**src/rtl/stopwatch_core_if.sv**
```systemverilog
// Stopwatch control/display bundle between the button front-end and the core.
// master: drives the button pulses, preset and direction; observes the display outputs.
// slave : the stopwatch core.
// Signals: start_stop, lap, clear, load (single-cycle pulses), load_value (preset),
//          up_down (direction), number (display value), running, lap_active,
//          expired (pulse), overflow (pulse).
interface stopwatch_core_if #(
   parameter int unsigned WIDTH = 16
) ();
   logic             start_stop;
   logic             lap;
   logic             clear;
   logic             load;
   logic [WIDTH-1:0] load_value;
   logic             up_down;
   logic [WIDTH-1:0] number;
   logic             running;
   logic             lap_active;
   logic             expired;
   logic             overflow;

   modport master (
      output start_stop, lap, clear, load, load_value, up_down,
      input  number, running, lap_active, expired, overflow
   );

   modport slave (
      input  start_stop, lap, clear, load, load_value, up_down,
      output number, running, lap_active, expired, overflow
   );
endinterface

```
**src/rtl/stopwatch_core.sv**
```systemverilog
// Stopwatch/timer core: run/pause/expire FSM, tick prescaler, per-digit decimal or
// base-6 up/down counting, countdown-from-preset with expiry, and a lap-freeze display.
// Ports: clk, rst_n (async active-low), bus (stopwatch_core_if.slave) carrying the
//        button pulses, preset, direction and the registered display/status outputs.
module stopwatch_core #(
   parameter int unsigned                  NUMBER_OF_DIGITS            = 4,
   parameter int unsigned                  NUMBER_OF_BITS_PER_DIGIT    = 4,
   parameter int unsigned                  BOARD_CLOCK_FREQUENCY_IN_HZ = 100_000_000,
   parameter int unsigned                  TICK_FREQUENCY_IN_HZ        = 100,
   parameter logic [NUMBER_OF_DIGITS-1:0]  BASE6_DIGIT_MASK            = 4'b1000,
   parameter bit                           SATURATE                    = 1'b1
) (
   input logic             clk,
   input logic             rst_n,
   stopwatch_core_if.slave bus
);

   localparam int unsigned D          = NUMBER_OF_DIGITS;
   localparam int unsigned B          = NUMBER_OF_BITS_PER_DIGIT;
   localparam int unsigned W          = D * B;
   localparam int unsigned DIV        = BOARD_CLOCK_FREQUENCY_IN_HZ / TICK_FREQUENCY_IN_HZ;
   localparam int unsigned PW         = (DIV > 1) ? $clog2(DIV) : 1;
   localparam logic [PW-1:0] PRESC_LAST = PW'(DIV - 1);

   localparam logic [1:0] IDLE    = 2'd0;
   localparam logic [1:0] RUNNING = 2'd1;
   localparam logic [1:0] PAUSED  = 2'd2;
   localparam logic [1:0] EXPIRED = 2'd3;

   logic [1:0]    state_q, state_d;
   logic [W-1:0]  count_q, count_d;
   logic [W-1:0]  lap_q, lap_d;
   logic          lap_active_q, lap_active_d;
   logic [PW-1:0] presc_q, presc_d;
   logic [W-1:0]  number_q;
   logic          running_q, expired_q, overflow_q;
   logic          expired_d, overflow_d;

   logic [W-1:0]  inc_c, dec_c, clamp_c;
   logic          carry_c, borrow_c, zero_c, tick_c;

   // Largest value a digit may hold: 5 for base-6 digits, 9 otherwise.
   function automatic logic [B-1:0] digit_max(input int unsigned idx);
      logic [D-1:0] m;
      m = BASE6_DIGIT_MASK >> idx;
      return m[0] ? B'(5) : B'(9);
   endfunction

   assign zero_c = (count_q == '0);
   assign tick_c = (state_q == RUNNING) && (presc_q == PRESC_LAST);

   // Ripple increment/decrement; carry_c ends high only when every digit was at its max.
   always_comb begin
      inc_c    = count_q;
      dec_c    = count_q;
      carry_c  = 1'b1;
      borrow_c = 1'b1;
      for (int unsigned i = 0; i < D; i++) begin
         if (carry_c) begin
            if (count_q[i*B +: B] == digit_max(i)) begin
               inc_c[i*B +: B] = '0;
            end else begin
               inc_c[i*B +: B] = count_q[i*B +: B] + B'(1);
               carry_c         = 1'b0;
            end
         end
         if (borrow_c) begin
            if (count_q[i*B +: B] == '0) begin
               dec_c[i*B +: B] = digit_max(i);
            end else begin
               dec_c[i*B +: B] = count_q[i*B +: B] - B'(1);
               borrow_c        = 1'b0;
            end
         end
      end
   end

   // Preset with every digit clamped to its legal range.
   always_comb begin
      clamp_c = '0;
      for (int unsigned i = 0; i < D; i++) begin
         if (bus.load_value[i*B +: B] > digit_max(i)) clamp_c[i*B +: B] = digit_max(i);
         else                                         clamp_c[i*B +: B] = bus.load_value[i*B +: B];
      end
   end

   // Next-state logic; pulse priority is clear > load > start_stop > lap.
   always_comb begin
      state_d      = state_q;
      count_d      = count_q;
      lap_d        = lap_q;
      lap_active_d = lap_active_q;
      presc_d      = presc_q;
      overflow_d   = 1'b0;

      if (bus.clear) begin
         state_d      = IDLE;
         count_d      = '0;
         presc_d      = '0;
         lap_active_d = 1'b0;
      end else if (bus.load) begin
         count_d      = clamp_c;
         presc_d      = '0;
         lap_active_d = 1'b0;
         state_d      = ((clamp_c == '0) && !bus.up_down) ? IDLE : PAUSED;
      end else begin
         if (state_q == RUNNING) begin
            presc_d = tick_c ? '0 : presc_q + PW'(1);
            if (tick_c) begin
               if (bus.up_down) begin
                  if (!carry_c) begin
                     count_d = inc_c;
                  end else if (SATURATE) begin
                     state_d = EXPIRED;
                  end else begin
                     count_d    = '0;
                     overflow_d = 1'b1;
                  end
               end else begin
                  // A down-tick from zero also expires rather than wrapping to all-max.
                  count_d = zero_c ? '0 : dec_c;
                  if (zero_c || (dec_c == '0)) state_d = EXPIRED;
               end
            end
         end

         if (bus.start_stop) begin
            case (state_q)
               IDLE, PAUSED: if (!(zero_c && !bus.up_down)) state_d = RUNNING;
               // The coinciding tick is already applied; an expiry it causes wins.
               RUNNING:      if (state_d == RUNNING) state_d = PAUSED;
               default:      ;
            endcase
         end else if (bus.lap && ((state_q == RUNNING) || (state_q == PAUSED))) begin
            if (lap_active_q) begin
               lap_active_d = 1'b0;
            end else begin
               lap_d        = count_q;
               lap_active_d = 1'b1;
            end
         end
      end

      expired_d = (state_d == EXPIRED) && (state_q != EXPIRED);
   end

   // State and registered outputs; number tracks the same edge as count/lap.
   always_ff @(posedge clk or negedge rst_n) begin
      if (!rst_n) begin
         state_q      <= IDLE;
         count_q      <= '0;
         lap_q        <= '0;
         lap_active_q <= 1'b0;
         presc_q      <= '0;
         number_q     <= '0;
         running_q    <= 1'b0;
         expired_q    <= 1'b0;
         overflow_q   <= 1'b0;
      end else begin
         state_q      <= state_d;
         count_q      <= count_d;
         lap_q        <= lap_d;
         lap_active_q <= lap_active_d;
         presc_q      <= presc_d;
         number_q     <= lap_active_d ? lap_d : count_d;
         running_q    <= (state_d == RUNNING);
         expired_q    <= expired_d;
         overflow_q   <= overflow_d;
      end
   end

   assign bus.number     = number_q;
   assign bus.running    = running_q;
   assign bus.lap_active = lap_active_q;
   assign bus.expired    = expired_q;
   assign bus.overflow   = overflow_q;

endmodule

```
**src/flat_wrapper.sv**
```systemverilog
// flat-port wrapper written by rule: the top's interface ports become plain ports
module stopwatch_core_flat 
#(
   parameter int unsigned                  NUMBER_OF_DIGITS            = 4,
   parameter int unsigned                  NUMBER_OF_BITS_PER_DIGIT    = 4,
   parameter int unsigned                  BOARD_CLOCK_FREQUENCY_IN_HZ = 100_000_000,
   parameter int unsigned                  TICK_FREQUENCY_IN_HZ        = 100,
   parameter logic [NUMBER_OF_DIGITS-1:0]  BASE6_DIGIT_MASK            = 4'b1000,
   parameter bit                           SATURATE                    = 1'b1
)
  (clk, rst_n, bus_start_stop, bus_lap, bus_clear, bus_load, bus_load_value, bus_up_down, bus_number, bus_running, bus_lap_active, bus_expired, bus_overflow);
  stopwatch_core_if bus_i ();
  input logic clk;
  input logic rst_n;
  input wire logic [$bits(bus_i.start_stop)-1:0] bus_start_stop;
  input wire logic [$bits(bus_i.lap)-1:0] bus_lap;
  input wire logic [$bits(bus_i.clear)-1:0] bus_clear;
  input wire logic [$bits(bus_i.load)-1:0] bus_load;
  input wire logic [$bits(bus_i.load_value)-1:0] bus_load_value;
  input wire logic [$bits(bus_i.up_down)-1:0] bus_up_down;
  output wire logic [$bits(bus_i.number)-1:0] bus_number;
  output wire logic [$bits(bus_i.running)-1:0] bus_running;
  output wire logic [$bits(bus_i.lap_active)-1:0] bus_lap_active;
  output wire logic [$bits(bus_i.expired)-1:0] bus_expired;
  output wire logic [$bits(bus_i.overflow)-1:0] bus_overflow;
  assign bus_i.start_stop = bus_start_stop;
  assign bus_i.lap = bus_lap;
  assign bus_i.clear = bus_clear;
  assign bus_i.load = bus_load;
  assign bus_i.load_value = bus_load_value;
  assign bus_i.up_down = bus_up_down;
  assign bus_number = bus_i.number;
  assign bus_running = bus_i.running;
  assign bus_lap_active = bus_i.lap_active;
  assign bus_expired = bus_i.expired;
  assign bus_overflow = bus_i.overflow;
  stopwatch_core #(.NUMBER_OF_DIGITS(NUMBER_OF_DIGITS), .NUMBER_OF_BITS_PER_DIGIT(NUMBER_OF_BITS_PER_DIGIT), .BOARD_CLOCK_FREQUENCY_IN_HZ(BOARD_CLOCK_FREQUENCY_IN_HZ), .TICK_FREQUENCY_IN_HZ(TICK_FREQUENCY_IN_HZ), .BASE6_DIGIT_MASK(BASE6_DIGIT_MASK), .SATURATE(SATURATE)) u_core (.clk(clk), .rst_n(rst_n), .bus(bus_i));
endmodule
```
**config.mk**
```make
export PLATFORM = sky130hd
export DESIGN_NAME = stopwatch_core_flat
export DESIGN_NICKNAME = d
export VERILOG_FILES = /design/src/rtl/stopwatch_core_if.sv /design/src/rtl/stopwatch_core.sv /design/src/flat_wrapper.sv
export SDC_FILE = /design/constraint.sdc
export NUM_CORES = 1
export LEC_CHECK = 0
export CAP_MARGIN = 30
export CORE_AREA = 3 3 104 106
export DETAILED_ROUTE_END_ITERATION = 10
export DIE_AREA = 0 0 107 109
export PLACE_DENSITY = 0.68
export SYNTH_ARGS = -nofsm -noshare
export SYNTH_HDL_FRONTEND = slang
export SYNTH_SLANG_ARGS = --single-unit
```
**constraint.sdc**
```tcl
create_clock -name clk -period 2.76 [get_ports clk]
set_input_delay 0.276 -clock clk [delete_from_list [all_inputs] [get_ports clk]]
set_output_delay 0.276 -clock clk [all_outputs]
set_load 0.01 [all_outputs]
```
==> results of run 1 <==
## sequential cells by signal (all words and copies together) (netlist names)
| name | count |
|---|---|
| u_core.presc_q | 20 |
| u_core.bus.number | 16 |
| u_core.count_q | 16 |
| u_core.lap_q | 16 |
| u_core.state_q | 2 |
| u_core.bus.expired | 1 |
| u_core.bus.lap_active | 1 |
| u_core.bus.running | 1 |
## how the worst max path moves through the flow
stage / end / slack (ns) / depth (start not counted)
2_1_floorplan: u_core.bus.expired / 0.21 / 9
3_3_place_gp: u_core.bus.number[4] / 0.23 / 9
3_5_place_dp: u_core.bus.expired / 0.17 / 9
4_1_cts: u_core.bus.expired / 0.16 / 9
5_1_grt: u_core.bus.number[4] / -0.003 / 9
6_report: u_core.bus.number[3] / 0.16 / 9
## power by group through the flow
stage | combinational (mW) | sequential, mW | clock (mW)
floorplan | 0.292 | 1.17 | 0
global placement | 0.518 | 1.17 | 0
detailed placement | 0.518 | 1.17 | 0
CTS | 0.522 | 1.15 | 0.891
global route | 0.590 | 1.16 | 0.951
finish | 0.543 | 1.15 | 0.875
## through the flow
stage	hold slack (ns)	area [um2]
final	0.252	5790
after global routing	0.233	5790
after CTS	0.0989	5730
after detailed placement	0.474	5530
after global placement	0.470	5530
after floorplan	-0.0196	4730
## routing by layer
layer | vias to the layer above | global-route usage [%]
met5 | - | 0
met4 | 0 | 10.0
met3 | 32 | 5.03
met2 | 265 | 41.1
met1 | 2147 | 36.4
li1 | 2095 | -
## worst reg2reg max path, stage by stage, from the launching register on
cell and delay [ns]:
dfrtp_1 0.39, inv_1 0.08, ha_1 0.26, nor3b_4 0.36, buf_4 0.26, a41oi_1 0.32, a32o_1 0.36, nor4_1 0.23
a221oi_1 0.09, o211a_1 0.15
## synthesized netlist by cell type (all sizes together) (5+ instances only)
cell / n
inv: 23
xnor2: 10
nand3: 22
o211ai: 9
a21oi: 21
and4: 5
nor3b: 6
a31oi: 8
clkbuf: 27
nor2: 59
buf: 7
mux2: 20
ha: 17
o21ai: 26
o31ai: 12
nor4: 13
a211oi: 5
nand4: 13
a221oi: 5
nand3b: 6
or2: 5
a21o: 5
dfrtp: 73
nand2: 32
nor3: 11
xor2: 8
## what timing repair did
item | 4_1_cts | 5_1_grt
setup endpoints to repair | 0 | 3
gates resized for setup | 0 | 2
hold buffers | 0 | 1
endpoints found under the hold margin | 0 | 73
setup buffers | 0 | 1
## cell type report
class | instances | area [um2] | area share [%]
tap | 133 | 166 | 2.88
clock inverter | 4 | 52.6 | 0.908
inverter | 23 | 86.3 | 1.49
multi-input combinational | 395 | 2680 | 46.4
clock buffer | 11 | 151 | 2.62
sequential | 73 | 1830 | 31.6
timing repair buffer | 93 | 821 | 14.2
## cells by family after synthesis
kind of cell,Yosys count
adder cells (fa/ha/maj),17
other,1
buffers and inverters,57
multiplexers,23
AND/OR/NAND/NOR,198
flip-flops,73
XOR/XNOR,18
AO/OA/AOI/OAI,138
==> flow_summary_export.csv, run 1 <==
group,metric,value,unit
synth,synth_area,4730,um2
cts,htreeDepth,3,
timing,fmax,0.384,GHz
timing,slew_headroom,58.5,%
timing,totalNegativeSetupSlack,0,ns
setup_path,path_max_fanout,11,
setup_path,startpoint,"u_core.count_q[1]",
synth,synthTopCellsByArea,"dfrtp_1 (39%), mux2_2 (4.8%), nor2_1 (4.5%)",
power,total_power,2.57,mW
setup_path,r2r_start,"u_core.count_q[1]",
setup_path,r2r_end,"u_core.bus.number[3]",
finish,n_fill_cell,832,
power,power.internal,1.82,mW
power,p_switching,0.750,mW
timing,fin_crit,2.60,ns
power,p_leak,2.42,nW
route,top_layer,"met4",
route,detail_route.vias_per_cell,6.20,
synth,synth_mux_area_share,5.39,%
cts,cts_max_path_buffers,2,
global_routing,grt_pass1_vias,4366,
route,route.met2.wl,6770,um
finish,instances_no_fill,732,
setup_path,worst_path_max_delay_cell,"dfrtp_1",
route,route.detailed.drc,0,
place,dpl.cell_count,714,
route,drt_iter0_drc,549,
setup_path,reg2reg_depth,9,
synth,ys_seq_elements,73,
floorplan,initial_core_util,48.0,%
cts,cts-buffers-inserted,9,
cts,cts-root-buf,"clkbuf_8",
setup_path,r2r_setup_slack,0.16,ns
power,pwr-share-comb,21.1,%
finish,layout_commonest_cell,"dfrtp_1",
cts,clk_latency,0.36,ns
floorplan,rows,36,
setup_path,cp_num_buf_inv,2,
power,ir_worst_vdd,0.261,mV
place,dp_slack,0.173,ns
timing,post-route-period-util,94.4,%
timing,fin_ws,0.155,ns
floorplan,io_pins,43,
run_status,status,"completed",
place,gp_congestion,0.971,
synth,yosysSeqAreaShare,38.6,%
synth,yosysTopAreaCellShare,38.6,%
place,place_hpwl,10900,um
cts,cts_sinks,73,
synth,synth_xor_area_share,3.33,%
setup_path,slowest_delay,0.39,ns
setup_path,crit_chain,"inv_1 -> ha_1 -> nor3b_4 -> buf_4 -> a41oi_1 -> a32o_1 -> nor4_1 -> a221oi_1 -> o211a_1",
finish,final_cell_mix,"dfrtp_1 (73), nor2_1 (57), buf_4 (51), clkdlybuf4s50_1 (40), nand2_1 (32)",
worst_hold_path,hold_class,"in -> async",
global_routing,overflow,0,
setup_path,worst_ep_required_time,3.01,ns
route,ant_nets,0,
route,route.met3.wl,1290,um
synth,synth-compound-area-share,20.6,%
cts,cts_tree,"yes",
place,port_buffers,41,
synth,synthAdderAreaFrac,4.49,%
timing,setup_viol,0,
synth,synth.distinct_cells,67,
synth,synth-warning-count,0,
synth,netlist_instances,525,
setup_path,arrival,2.85,ns
cts,path_clk_slew,0.09,ns
floorplan,dieArea,11700,um2
floorplan,fp.dieW,107,um
setup_path,path_delay_family,"compound AO/OA/AOI/OAI gates",
route,num_vias,4539,
finish,nets,635,
synth,synth-simple-area-share,22.5,%
global_routing,grt_start_max_net_pins,74,
synth,synth_top_cell_by_area,"dfrtp_1",
power,seqPwrFrac,44.8,%
timing,worstMarginPinSlew,0.615,ns
global_routing,grt_usage,26.3,%
setup_path,cp-end-kind,"register",
route,drt_pass1_iterations,7,
timing,hold_violations,0,
synth,synth-main-ff-cell,"dfrtp_1",
setup_path,path_class,"reg -> reg",
floorplan,dieHeight,109,um
finish,syn_to_final_growth,22.3,%
route,wl_per_cell,20.1,um
timing,slew_viol_final,0,
power,power_density,444,nW/um2
synth,synth_top_family_by_area,"simple AND/OR/NAND/NOR gates",
floorplan,coreArea,9860,um2
finish,num_antenna_cells,0,
route,wl_met1,6350,um
global_routing,antenna_found_initial,0,
finish,drive_gt1_share,17.9,%
job,max_cap_viol_count,0,
power,netSwitchingFraction,29.2,%
power,pwr-share-clk,34.0,%
global_routing,grt_pass1_wl,23600,um
synth,postSynth.asyncResetShare,100,%
synth,syn-num-nets,565,
timing,skew,0.0156,ns
synth,synth_area_per_cell,9.02,um2
setup_path,cp-start-kind,"register",
synth,synth_edf_count,0,
finish,post-route-util,58.7,%
route,routed_wl,14700,um
Power figures use the tool's default switching activity.
==> inputs of run 2 (changes only) <==
--- a/config.mk
+++ b/config.mk
@@ -9,7 +9,9 @@
 export CORE_AREA = 3 3 104 106
 export DETAILED_ROUTE_END_ITERATION = 10
 export DIE_AREA = 0 0 107 109
+export HOLD_SLACK_MARGIN = 0.15
 export PLACE_DENSITY = 0.68
+export SETUP_SLACK_MARGIN = 0.15
 export SYNTH_ARGS = -nofsm -noshare
 export SYNTH_HDL_FRONTEND = slang
 export SYNTH_SLANG_ARGS = --single-unit
==> run 2 against run 1 <==
Compared with the run above: clock power is 0.9% higher; largest power group unchanged; via count is essentially flat; largest cell class unchanged; design area up 0.89%; register-to-register slack gained 0.13 ns; non-clock buffer count increased by 3; sequential power about the same; worst hold slack worse by 0.0063 ns; highest routed layer unchanged; combinational power rose by 2%.
==> flow_summary_export.csv, run 2 (synthesized netlist as in run 1, its figures left out) <==
group,metric,value,unit
route,wl_per_cell,20.2,um
global_routing,grt_pass1_vias,4366,
setup_path,arrival,2.73,ns
timing,setup_viol,0,
setup_path,worst_ep_required_time,3.02,ns
timing,post-route-period-util,89.5,%
cts,cts_tree,"yes",
power,netSwitchingFraction,29.4,%
setup_path,path_max_fanout,6,
cts,cts-buffers-inserted,9,
finish,num_antenna_cells,0,
timing,slew_headroom,58.0,%
finish,syn_to_final_growth,23.4,%
global_routing,grt_usage,26.3,%
place,dp_slack,0.173,ns
power,pwr-share-clk,34.1,%
timing,fin_crit,2.47,ns
route,routed_wl,14800,um
cts,cts-root-buf,"clkbuf_8",
global_routing,antenna_found_initial,0,
global_routing,grt_start_max_net_pins,74,
finish,nets,638,
worst_hold_path,hold_class,"in -> async",
setup_path,cp-end-kind,"register",
floorplan,io_pins,43,
floorplan,coreArea,9860,um2
place,place_hpwl,10900,um
cts,cts_max_path_buffers,2,
run_status,status,"completed",
route,drt_iter0_drc,516,
timing,rsz0062_at_grt,"false",
setup_path,path_class,"reg -> reg",
job,max_cap_viol_count,0,
timing,worstMarginPinSlew,0.624,ns
power,power.internal,1.83,mW
cts,htreeDepth,3,
cts,cts_sinks,73,
finish,drive_gt1_share,18.9,%
timing,fin_ws,0.289,ns
floorplan,initial_core_util,48.0,%
finish,final_cell_mix,"dfrtp_1 (73), nor2_1 (57), buf_4 (54), clkdlybuf4s50_1 (40), nand2_1 (32)",
global_routing,overflow,0,
setup_path,cp-start-kind,"register",
timing,totalNegativeSetupSlack,0,ns
route,drt_pass1_iterations,5,
global_routing,grt_pass1_wl,23600,um
power,ir_worst_vdd,0.261,mV
floorplan,rows,36,
cts,path_clk_slew,0.09,ns
route,num_vias,4537,
power,power_density,443,nW/um2
power,pwr-share-comb,21.4,%
place,port_buffers,41,
timing,skew,0.0175,ns
cts,clk_latency,0.37,ns
floorplan,dieHeight,109,um
timing,slew_viol_final,0,
finish,top_register,"u_core.presc_q",
finish,largest_reg_flops,20,
power,p_leak,2.44,nW
power,p_switching,0.762,mW
route,detail_route.vias_per_cell,6.17,
floorplan,dieArea,11700,um2
finish,layout_commonest_cell,"dfrtp_1",
power,seqPwrFrac,44.5,%
timing,hold_violations,0,
route,ant_nets,0,
finish,n_fill_cell,834,
floorplan,fp.dieW,107,um
route,route.detailed.drc,0,
timing,fmax,0.405,GHz
place,gp_congestion,0.971,
-- run 2: cell types whose count changed in the layout (fill, tap and decap cells not counted), sizes merged --
cell / change
buf: +3
-- run 2: power groups by stage --
stage	clock network, mW	registers (mW)	logic [mW]
floorplan	0	1.17	0.292
global placement	0	1.17	0.518
detailed placement	0	1.17	0.518
CTS	0.891	1.15	0.523
global route	0.951	1.16	0.601
finish	0.883	1.15	0.553
-- run 2: critical path, cell delays in order (launching register included) --
cell	delay (ns)
dfrtp_1	0.40
inv_2	0.08
ha_4	0.16
nor3b_4	0.32
mux2i_1	0.18
or4_1	0.52
nor4_2	0.17
buf_4	0.17
nor2b_1	0.07
a2111oi_2	0.29
-- run 2: final timing paths --
path                                     from                   end  slack, ns  depth (start not counted)
min in group clk           u_core.presc_q[19]    u_core.presc_q[19]       0.49                          1
setup / recovery            u_core.count_q[1]    u_core.bus.expired       0.29                          9
hold / removal                          rst_n  u_core.bus.number[2]       0.25                          2
setup reg to reg            u_core.count_q[1]    u_core.bus.expired       0.29                          9
hold reg to reg            u_core.presc_q[19]    u_core.presc_q[19]       0.49                          1
max in group asynchronous               rst_n     u_core.presc_q[5]       1.99                          3
-- run 2: layout make-up --
class	count	area, um2	area share, %
clock inverters	4	52.6	0.900
repair buffers	96	843	14.4
well taps	133	166	2.85
inverters	23	86.3	1.48
multi-input cells	395	2710	46.5
clock buffers	11	151	2.59
flip-flops and latches	73	1830	31.3
-- run 2: metrics by stage --
stage	util [%]	hold WS, ns	instances	total power, mW	cell area, um2
6_report	59.2	0.246	735	2.59	5840
5_1_grt	59.2	0.233	735	2.71	5840
4_1_cts	58.2	0.487	730	2.57	5740
3_5_place_dp	56.0	0.474	714	1.69	5530
3_3_place_gp	56.0	0.470	714	1.69	5530
2_1_floorplan	-	-0.0196	525	1.46	4730
-- run 2: metal layers --
metal,vias to the layer above,global-route usage [%],share of wire [%]
met5,-,0,0
met4,0,10.0,2.5
met3,33,5.03,7.3
met2,234,41.1,46
met1,2172,36.4,44
li1,2098,-,-
-- run 2: repair_timing --
item / CTS / global route
hold buffers: 1 / 0
gates resized for setup: 0 / 9
endpoints found under the setup margin: 0 / 11
hold endpoints to repair: 73 / 0
buffers inserted: 0 / 4
